[config.mk]
export PLATFORM = sky130hd
export DESIGN_NAME = frame_ctrl_flat
export DESIGN_NICKNAME = d
export VERILOG_FILES = /design/src/rtl/frame_ctrl_pkg.sv /design/src/rtl/frame_ctrl_if.sv /design/src/rtl/frame_ctrl_key_pulse.sv /design/src/rtl/frame_ctrl.sv /design/src/flat_wrapper.sv
export SDC_FILE = /design/constraint.sdc
export NUM_CORES = 1
export LEC_CHECK = 0
export ABC_AREA = 1
export CAP_MARGIN = 5
export CORE_AREA = 2 2 69 71
export CTS_BUF_LIST = sky130_fd_sc_hd__clkbuf_4
export DETAILED_ROUTE_END_ITERATION = 12
export DIE_AREA = 0 0 71 73
export HOLD_SLACK_MARGIN = 0.02
export PLACE_DENSITY = 0.82
export SYNTH_ARGS = -nofsm -noshare
export SYNTH_HDL_FRONTEND = slang
export SYNTH_SLANG_ARGS = --single-unit
[constraint.sdc]
create_clock -name clk -period 2.2 [get_ports clk]
set_clock_uncertainty 0.1 [all_clocks]
set_input_delay 0.44 -clock clk [delete_from_list [all_inputs] [get_ports clk]]
set_output_delay 0.44 -clock clk [all_outputs]
set_load 0.02 [all_outputs]
[src/rtl/frame_ctrl_pkg.sv]
// Shared constants for the frame controller: enable-bus layout, channel and key indices,
// and the switch mapping for adjust channels and filter modes.
package frame_ctrl_pkg;

  localparam int unsigned CNT_W = 13;
  localparam int unsigned EN_W  = 32;
  localparam int unsigned SW_W  = 10;
  localparam int unsigned KEY_W = 4;

  localparam int unsigned EN_ADJ       = 0;
  localparam int unsigned EN_WR        = 1;
  localparam int unsigned EN_SHIFT     = 2;
  localparam int unsigned EN_FILT_BASE = 3;

  localparam int unsigned CH_BRI = 0;
  localparam int unsigned CH_CON = 1;

  localparam int unsigned KEY_INC = 0;
  localparam int unsigned KEY_DEC = 1;
  localparam int unsigned KEY_DEF = 3;

  // Channel select switches sit on odd SW bits (1, 3, ...), filter modes on even (2, 4, ...).
  function automatic int unsigned adj_sel_sw(input int unsigned ch);
    return 1 + 2 * ch;
  endfunction

  function automatic int unsigned filt_sw(input int unsigned f);
    return 2 + 2 * f;
  endfunction

endpackage

[src/rtl/frame_ctrl_if.sv]
// Timing-counter inputs and control outputs of the frame controller.
interface frame_ctrl_if
  import frame_ctrl_pkg::*;
#(
  parameter int unsigned N_ADJ = 2,
  parameter int unsigned LVL_W = 4
) ();

  logic [CNT_W-1:0]       row;
  logic [CNT_W-1:0]       col;
  logic [CNT_W-1:0]       x_count;
  logic [CNT_W-1:0]       y_count;
  logic [EN_W-1:0]        en;
  logic                   frame_en;
  logic                   binc;
  logic                   bdec;
  logic                   cinc;
  logic                   cdec;
  logic [N_ADJ*LVL_W-1:0] lvl;

  modport master (
    output row, col, x_count, y_count,
    input  en, frame_en, binc, bdec, cinc, cdec, lvl
  );

  modport slave (
    input  row, col, x_count, y_count,
    output en, frame_en, binc, bdec, cinc, cdec, lvl
  );

endinterface

[src/rtl/frame_ctrl_key_pulse.sv]
// Two-flop synchroniser for an active-low push button with a one-cycle press strobe.
module key_pulse (
  input  logic clk,
  input  logic rst,
  input  logic key_n,
  output logic press
);

  logic [2:0] sync;

  always_ff @(posedge clk) begin
    if (!rst) sync <= '1;
    else      sync <= {sync[1:0], key_n};
  end

  // sync[1] is the synchronised level; sync[2] is its previous value.
  always_comb press = sync[2] & ~sync[1];

endmodule

[src/rtl/frame_ctrl.sv]
// Frame-boundary strobe, line-buffer enables, filter-mode shadow and saturating
// adjust levels; user requests are collected during a frame and committed at its boundary.
module frame_ctrl
  import frame_ctrl_pkg::*;
#(
  parameter int unsigned H_ACTIVE    = 640,
  parameter int unsigned V_ACTIVE    = 480,
  parameter int unsigned SHIFT_X     = 781,
  parameter int unsigned SHIFT_Y_LIM = 528,
  parameter int unsigned N_ADJ       = 2,
  parameter int unsigned LVL_W       = 4,
  parameter int unsigned LVL_DEF     = 8,
  parameter int unsigned N_FILT      = 2
) (
  input  logic             clk,
  input  logic             rst,
  input  logic [SW_W-1:0]  SW,
  input  logic [KEY_W-1:0] KEY,
  frame_ctrl_if.slave      bus
);

  logic [KEY_W-1:0]       press;
  logic                   frame_c;
  logic                   frame_q;
  logic                   wr_q;
  logic                   shift_q;
  logic [N_ADJ-1:0]       req_inc;
  logic [N_ADJ-1:0]       req_dec;
  logic [N_ADJ-1:0]       pend_inc;
  logic [N_ADJ-1:0]       pend_dec;
  logic [N_ADJ-1:0]       step_inc;
  logic [N_ADJ-1:0]       step_dec;
  logic                   pend_def;
  logic [N_FILT-1:0]      filt_sel;
  logic [N_FILT-1:0]      shadow;
  logic [N_ADJ*LVL_W-1:0] lvl_all;

  for (genvar k = 0; k < KEY_W; k++) begin : g_key
    key_pulse u_key (
      .clk   (clk),
      .rst   (rst),
      .key_n (KEY[k]),
      .press (press[k])
    );
  end

  always_comb frame_c = (bus.row == CNT_W'(V_ACTIVE)) && (bus.col == CNT_W'(H_ACTIVE));

  always_ff @(posedge clk) begin
    if (!rst) begin
      frame_q <= 1'b0;
      wr_q    <= 1'b0;
      shift_q <= 1'b0;
    end else begin
      frame_q <= frame_c;
      wr_q    <= (bus.col < CNT_W'(H_ACTIVE));
      shift_q <= (bus.x_count == CNT_W'(SHIFT_X)) && (bus.y_count < CNT_W'(SHIFT_Y_LIM));
    end
  end

  for (genvar g = 0; g < N_ADJ; g++) begin : g_ch
    localparam int unsigned SEL = adj_sel_sw(g);
    logic [LVL_W-1:0] lvl_q;

    assign req_inc[g]  = press[KEY_INC] & SW[SEL];
    assign req_dec[g]  = press[KEY_DEC] & SW[SEL];
    assign step_inc[g] = frame_q & ~pend_def & pend_inc[g] & ~pend_dec[g] & (lvl_q != '1);
    assign step_dec[g] = frame_q & ~pend_def & pend_dec[g] & ~pend_inc[g] & (lvl_q != '0);

    always_ff @(posedge clk) begin
      if (!rst)                    lvl_q <= LVL_W'(LVL_DEF);
      else if (frame_q && pend_def) lvl_q <= LVL_W'(LVL_DEF);
      else if (step_inc[g])        lvl_q <= lvl_q + LVL_W'(1);
      else if (step_dec[g])        lvl_q <= lvl_q - LVL_W'(1);
    end

    assign lvl_all[g*LVL_W +: LVL_W] = lvl_q;
  end

  for (genvar f = 0; f < N_FILT; f++) begin : g_filt
    localparam int unsigned FSW = filt_sw(f);
    assign filt_sel[f] = SW[FSW];
  end

  // On commit the pending set is replaced by this cycle's events so a
  // press landing on the boundary carries into the next frame.
  always_ff @(posedge clk) begin
    if (!rst) begin
      pend_inc <= '0;
      pend_dec <= '0;
      pend_def <= 1'b0;
      shadow   <= '0;
    end else if (frame_q) begin
      pend_inc <= req_inc;
      pend_dec <= req_dec;
      pend_def <= press[KEY_DEF];
      shadow   <= filt_sel;
    end else begin
      pend_inc <= pend_inc | req_inc;
      pend_dec <= pend_dec | req_dec;
      pend_def <= pend_def | press[KEY_DEF];
    end
  end

  always_comb begin
    bus.en                            = '0;
    bus.en[EN_ADJ]                    = |{step_inc, step_dec};
    bus.en[EN_WR]                     = wr_q;
    bus.en[EN_SHIFT]                  = shift_q;
    bus.en[EN_FILT_BASE +: N_FILT]    = shadow;
    bus.frame_en                      = frame_q;
    bus.binc                          = step_inc[CH_BRI];
    bus.bdec                          = step_dec[CH_BRI];
    bus.cinc                          = step_inc[CH_CON];
    bus.cdec                          = step_dec[CH_CON];
    bus.lvl                           = lvl_all;
  end

endmodule
[src/flat_wrapper.sv]
// flat-port wrapper written by rule: the top's interface ports become plain ports
module frame_ctrl_flat import frame_ctrl_pkg::*;
#(
  parameter int unsigned H_ACTIVE    = 640,
  parameter int unsigned V_ACTIVE    = 480,
  parameter int unsigned SHIFT_X     = 781,
  parameter int unsigned SHIFT_Y_LIM = 528,
  parameter int unsigned N_ADJ       = 2,
  parameter int unsigned LVL_W       = 4,
  parameter int unsigned LVL_DEF     = 8,
  parameter int unsigned N_FILT      = 2
)
  (clk, rst, SW, KEY, bus_row, bus_col, bus_x_count, bus_y_count, bus_en, bus_frame_en, bus_binc, bus_bdec, bus_cinc, bus_cdec, bus_lvl);
  frame_ctrl_if #(.N_ADJ(N_ADJ), .LVL_W(LVL_W)) bus_i ();
  input  logic clk;
  input  logic rst;
  input  logic [SW_W-1:0] SW;
  input  logic [KEY_W-1:0] KEY;
  input wire logic [$bits(bus_i.row)-1:0] bus_row;
  input wire logic [$bits(bus_i.col)-1:0] bus_col;
  input wire logic [$bits(bus_i.x_count)-1:0] bus_x_count;
  input wire logic [$bits(bus_i.y_count)-1:0] bus_y_count;
  output wire logic [$bits(bus_i.en)-1:0] bus_en;
  output wire logic [$bits(bus_i.frame_en)-1:0] bus_frame_en;
  output wire logic [$bits(bus_i.binc)-1:0] bus_binc;
  output wire logic [$bits(bus_i.bdec)-1:0] bus_bdec;
  output wire logic [$bits(bus_i.cinc)-1:0] bus_cinc;
  output wire logic [$bits(bus_i.cdec)-1:0] bus_cdec;
  output wire logic [$bits(bus_i.lvl)-1:0] bus_lvl;
  assign bus_i.row = bus_row;
  assign bus_i.col = bus_col;
  assign bus_i.x_count = bus_x_count;
  assign bus_i.y_count = bus_y_count;
  assign bus_en = bus_i.en;
  assign bus_frame_en = bus_i.frame_en;
  assign bus_binc = bus_i.binc;
  assign bus_bdec = bus_i.bdec;
  assign bus_cinc = bus_i.cinc;
  assign bus_cdec = bus_i.cdec;
  assign bus_lvl = bus_i.lvl;
  frame_ctrl #(.H_ACTIVE(H_ACTIVE), .V_ACTIVE(V_ACTIVE), .SHIFT_X(SHIFT_X), .SHIFT_Y_LIM(SHIFT_Y_LIM), .N_ADJ(N_ADJ), .LVL_W(LVL_W), .LVL_DEF(LVL_DEF), .N_FILT(N_FILT)) u_core (.clk(clk), .rst(rst), .SW(SW), .KEY(KEY), .bus(bus_i));
endmodule
==> results_dict.tcl <==
set metrics [dict create \
    critical_path_peak_fanout 4 \
    antenna_found_initial 0 \
    worst-path-buf-inv 3 \
    final_cell_mix "clkdlybuf4s50_1 (69), nand2_1 (40), conb_1 (27), dfxtp_1 (25), nor2_1 (22)" \
    gr-usage-all-layers_pct 12.8 \
    cp_slowest_stage_delay_ns 0.35 \
    ioPinCount 113 \
    r2r-start "u_core.bus.frame_en" \
    swShare_pct 25.9 \
    p_leak_nw 1.05 \
    min_from "u_core.g_key[0].u_key.sync[1]" \
    finalSetupViolations 0 \
    fmax_ghz 0.492 \
    cts.clk_slew.worst_paths_ns 0.15 \
    synth-seq-cells 27 \
    hold_class "reg2reg" \
    syn_avg_cell_area_um2 7.28 \
    wirelength_mm 3.19 \
    wl_per_cell_um 9.09 \
    grt_pass1_wl_mm 5.42 \
    via_count 1523 \
    synth_cell_types 28 \
    clk_latency_ns 0.33 \
    final_common_cell "clkdlybuf4s50_1" \
    seqCellArea_um2 543 \
    power_frac_comb_pct 19.3 \
    p_int_mw 0.675 \
    ys_seq_area_share_pct 34.5 \
    period_share_pct 92.5 \
    cp-end-kind "output port" \
    fin_setup_tns_ns 0 \
    min_period_ns 2.03 \
    dr.pass1.iters 5 \
    path_cells "inv_2, nand2_1, nor2_1, nand2_2, inv_1, dlygate4sd2_1" \
    cts_max_level 1 \
    rows 25 \
    ys_async_sr_fraction_pct 0 \
    gp_congestion 0.814 \
    power_frac_seq_pct 55.3 \
    die_width_um 71 \
    crit_type "reg2out" \
    p_clk_share_pct 25.5 \
    fp.dieArea_um2 5180 \
    multi_input_area_um2 811 \
    core_um2 4540 \
    die_h_um 73 \
    switchingPower_mw 0.235 \
    clock-sinks 27 \
    cp_top_family "buffers and inverters" \
    vias_per_cell 4.34 \
    drive_gt1_share_pct 11.8 \
    fillers 462 \
    arrival_ns 1.49 \
    hold_viol 0 \
    post-place-ws_ns 0.0523 \
    ys.warnings.count 0 \
    grt_pass1_vias 1330 \
    overflow 0 \
    syn2layout_area_growth_pct 49.3 \
    dp_hpwl_mm 2.78 \
    drt_iter0_drc 38 \
    critPathLaunch "u_core.pend_def" \
    final_nets 372 \
    maxCapViolCount 0 \
    grt_max_degree 18 \
    cts_inserted_buffers 3 \
    synth_edf_count 0 \
    drtAntennaViolNets 0 \
    drv_slew 0 \
    status "finished, final reports clean" \
    drcViolationCount 0 \
    synth-main-ff-cell "dfxtp_1" \
    diodes 0 \
    cts_root_buf "clkbuf_4" \
    synth_cells 215 \
    crit_required_ns 1.66 \
    portBuffers 74 \
    cts_tree "yes" \
    syn_area_um2 1570 \
    slowest_stage "dfxtp_1" \
    cts_buffer_depth 2 \
    worst_setup_path_start_kind "flop" \
    initial_core_util_pct 34.5 \
    finalNonFillerCells 351 \
    rsz0062_at_grt "false" \
    ir_worst_vdd_v 0.000355 \
    post-place-cells 346 \
    setup_slack_ns 0.166 \
    hold_buffers 0 \
    pwr_density_cell_nw_per_um2 390 \
]
final cells by class:
type                       count  share of cell area, %
clock buffer                   3                  0.964
inverter                      25                   4.01
tap                           54                   2.89
multi-input combinational    159                   34.7
clock inverter                 1                  0.375
sequential                    27                   23.2
timing repair buffer          82                   33.8
sequential cells by signal, indices dropped and copies added, names as in the netlist:
signal and flops:
u_core.wr_q 1, u_core.pend_def 1, u_core.bus.frame_en 1, u_core.pend_inc 2
u_core.shadow 2, u_core.g_key.u_key.sync 9, u_core.pend_dec 2, u_core.g_ch.lvl_q 8
u_core.shift_q 1
timing repair:
item	CTS	global route
pin swaps	0	1
endpoints found under the setup margin	5	3
buffers inserted	0	1
gates resized for setup	9	3
stage by stage:
step	hold WS, ns	util (%)	area (um2)	power [mW]
after floorplan	0.292	-	1660	0.619
after global placement	0.294	50.7	2300	0.686
after detailed placement	0.302	50.7	2300	0.690
after CTS	0.338	51.4	2330	0.923
after global routing	0.347	51.5	2340	0.954
final	0.335	51.5	2340	0.911
synthesized netlist by cell type, types with 2 or more instances:
master,count,area (um2)
o22ai_1,4,25.0
nand2_1,41,154
nor3_1,4,20.0
nor2_1,23,86.3
inv_1,21,78.8
xor2_1,2,17.5
nand3_1,19,95.1
nor2_2,2,12.5
ha_1,4,50.1
or2_2,7,43.8
o21ai_0,4,20.0
buf_4,29,218
a21oi_1,4,20.0
nand3b_1,3,22.5
nand4_1,3,18.8
inv_2,4,15.0
fa_1,2,40.0
dfxtp_1,27,541
nor4_1,3,18.8
power groups by stage:
stage	clock network [mW]	registers, mW	logic, mW
6_report	0.232	0.503	0.175
5_1_grt	0.257	0.505	0.192
4_1_cts	0.243	0.503	0.176
3_5_place_dp	0	0.514	0.176
3_3_place_gp	0	0.513	0.173
2_1_floorplan	0	0.513	0.106
final timing paths:
check	to	cells past startpoint	slack [ns]
worst max-delay path	bus_binc	6	0.17
worst min-delay path	u_core.g_key[0].u_key.sync[2]	2	0.34
worst max register to register	u_core.g_ch[1].lvl_q[3]	15	0.22
worst min register to register	u_core.g_key[0].u_key.sync[2]	2	0.34
cells by family after synthesis:
logic type,share of synthesized area [%]
simple gates,32.9
buf+inv,20.2
flops,34.5
other cells,0.240
compound gates,5.28
xor+xnor,1.12
fa+ha+maj,5.76
per-layer routing:
layer,vias to the layer above,GRT usage (%),share of wire (%)
li1,796,-,-
met1,655,13.9,39
met2,68,25.6,53
met3,4,3.59,6.9
met4,0,0.629,0.60
met5,-,0,0
worst reg2reg max path, cell delays in order, from the launching register on:
cell and delay (ns):
dfxtp_2 0.37, inv_2 0.07, nor2_2 0.08, nand2_1 0.08
nor2_4 0.12, inv_2 0.06, buf_4 0.15, ha_1 0.32
nand2_1 0.10, nand2_1 0.05, nor2_1 0.09, nand3_1 0.09
nand2_1 0.07, nand2_1 0.04, nand2_1 0.05, nand2_1 0.04
Note: power is estimated with default switching activity, not from simulation.
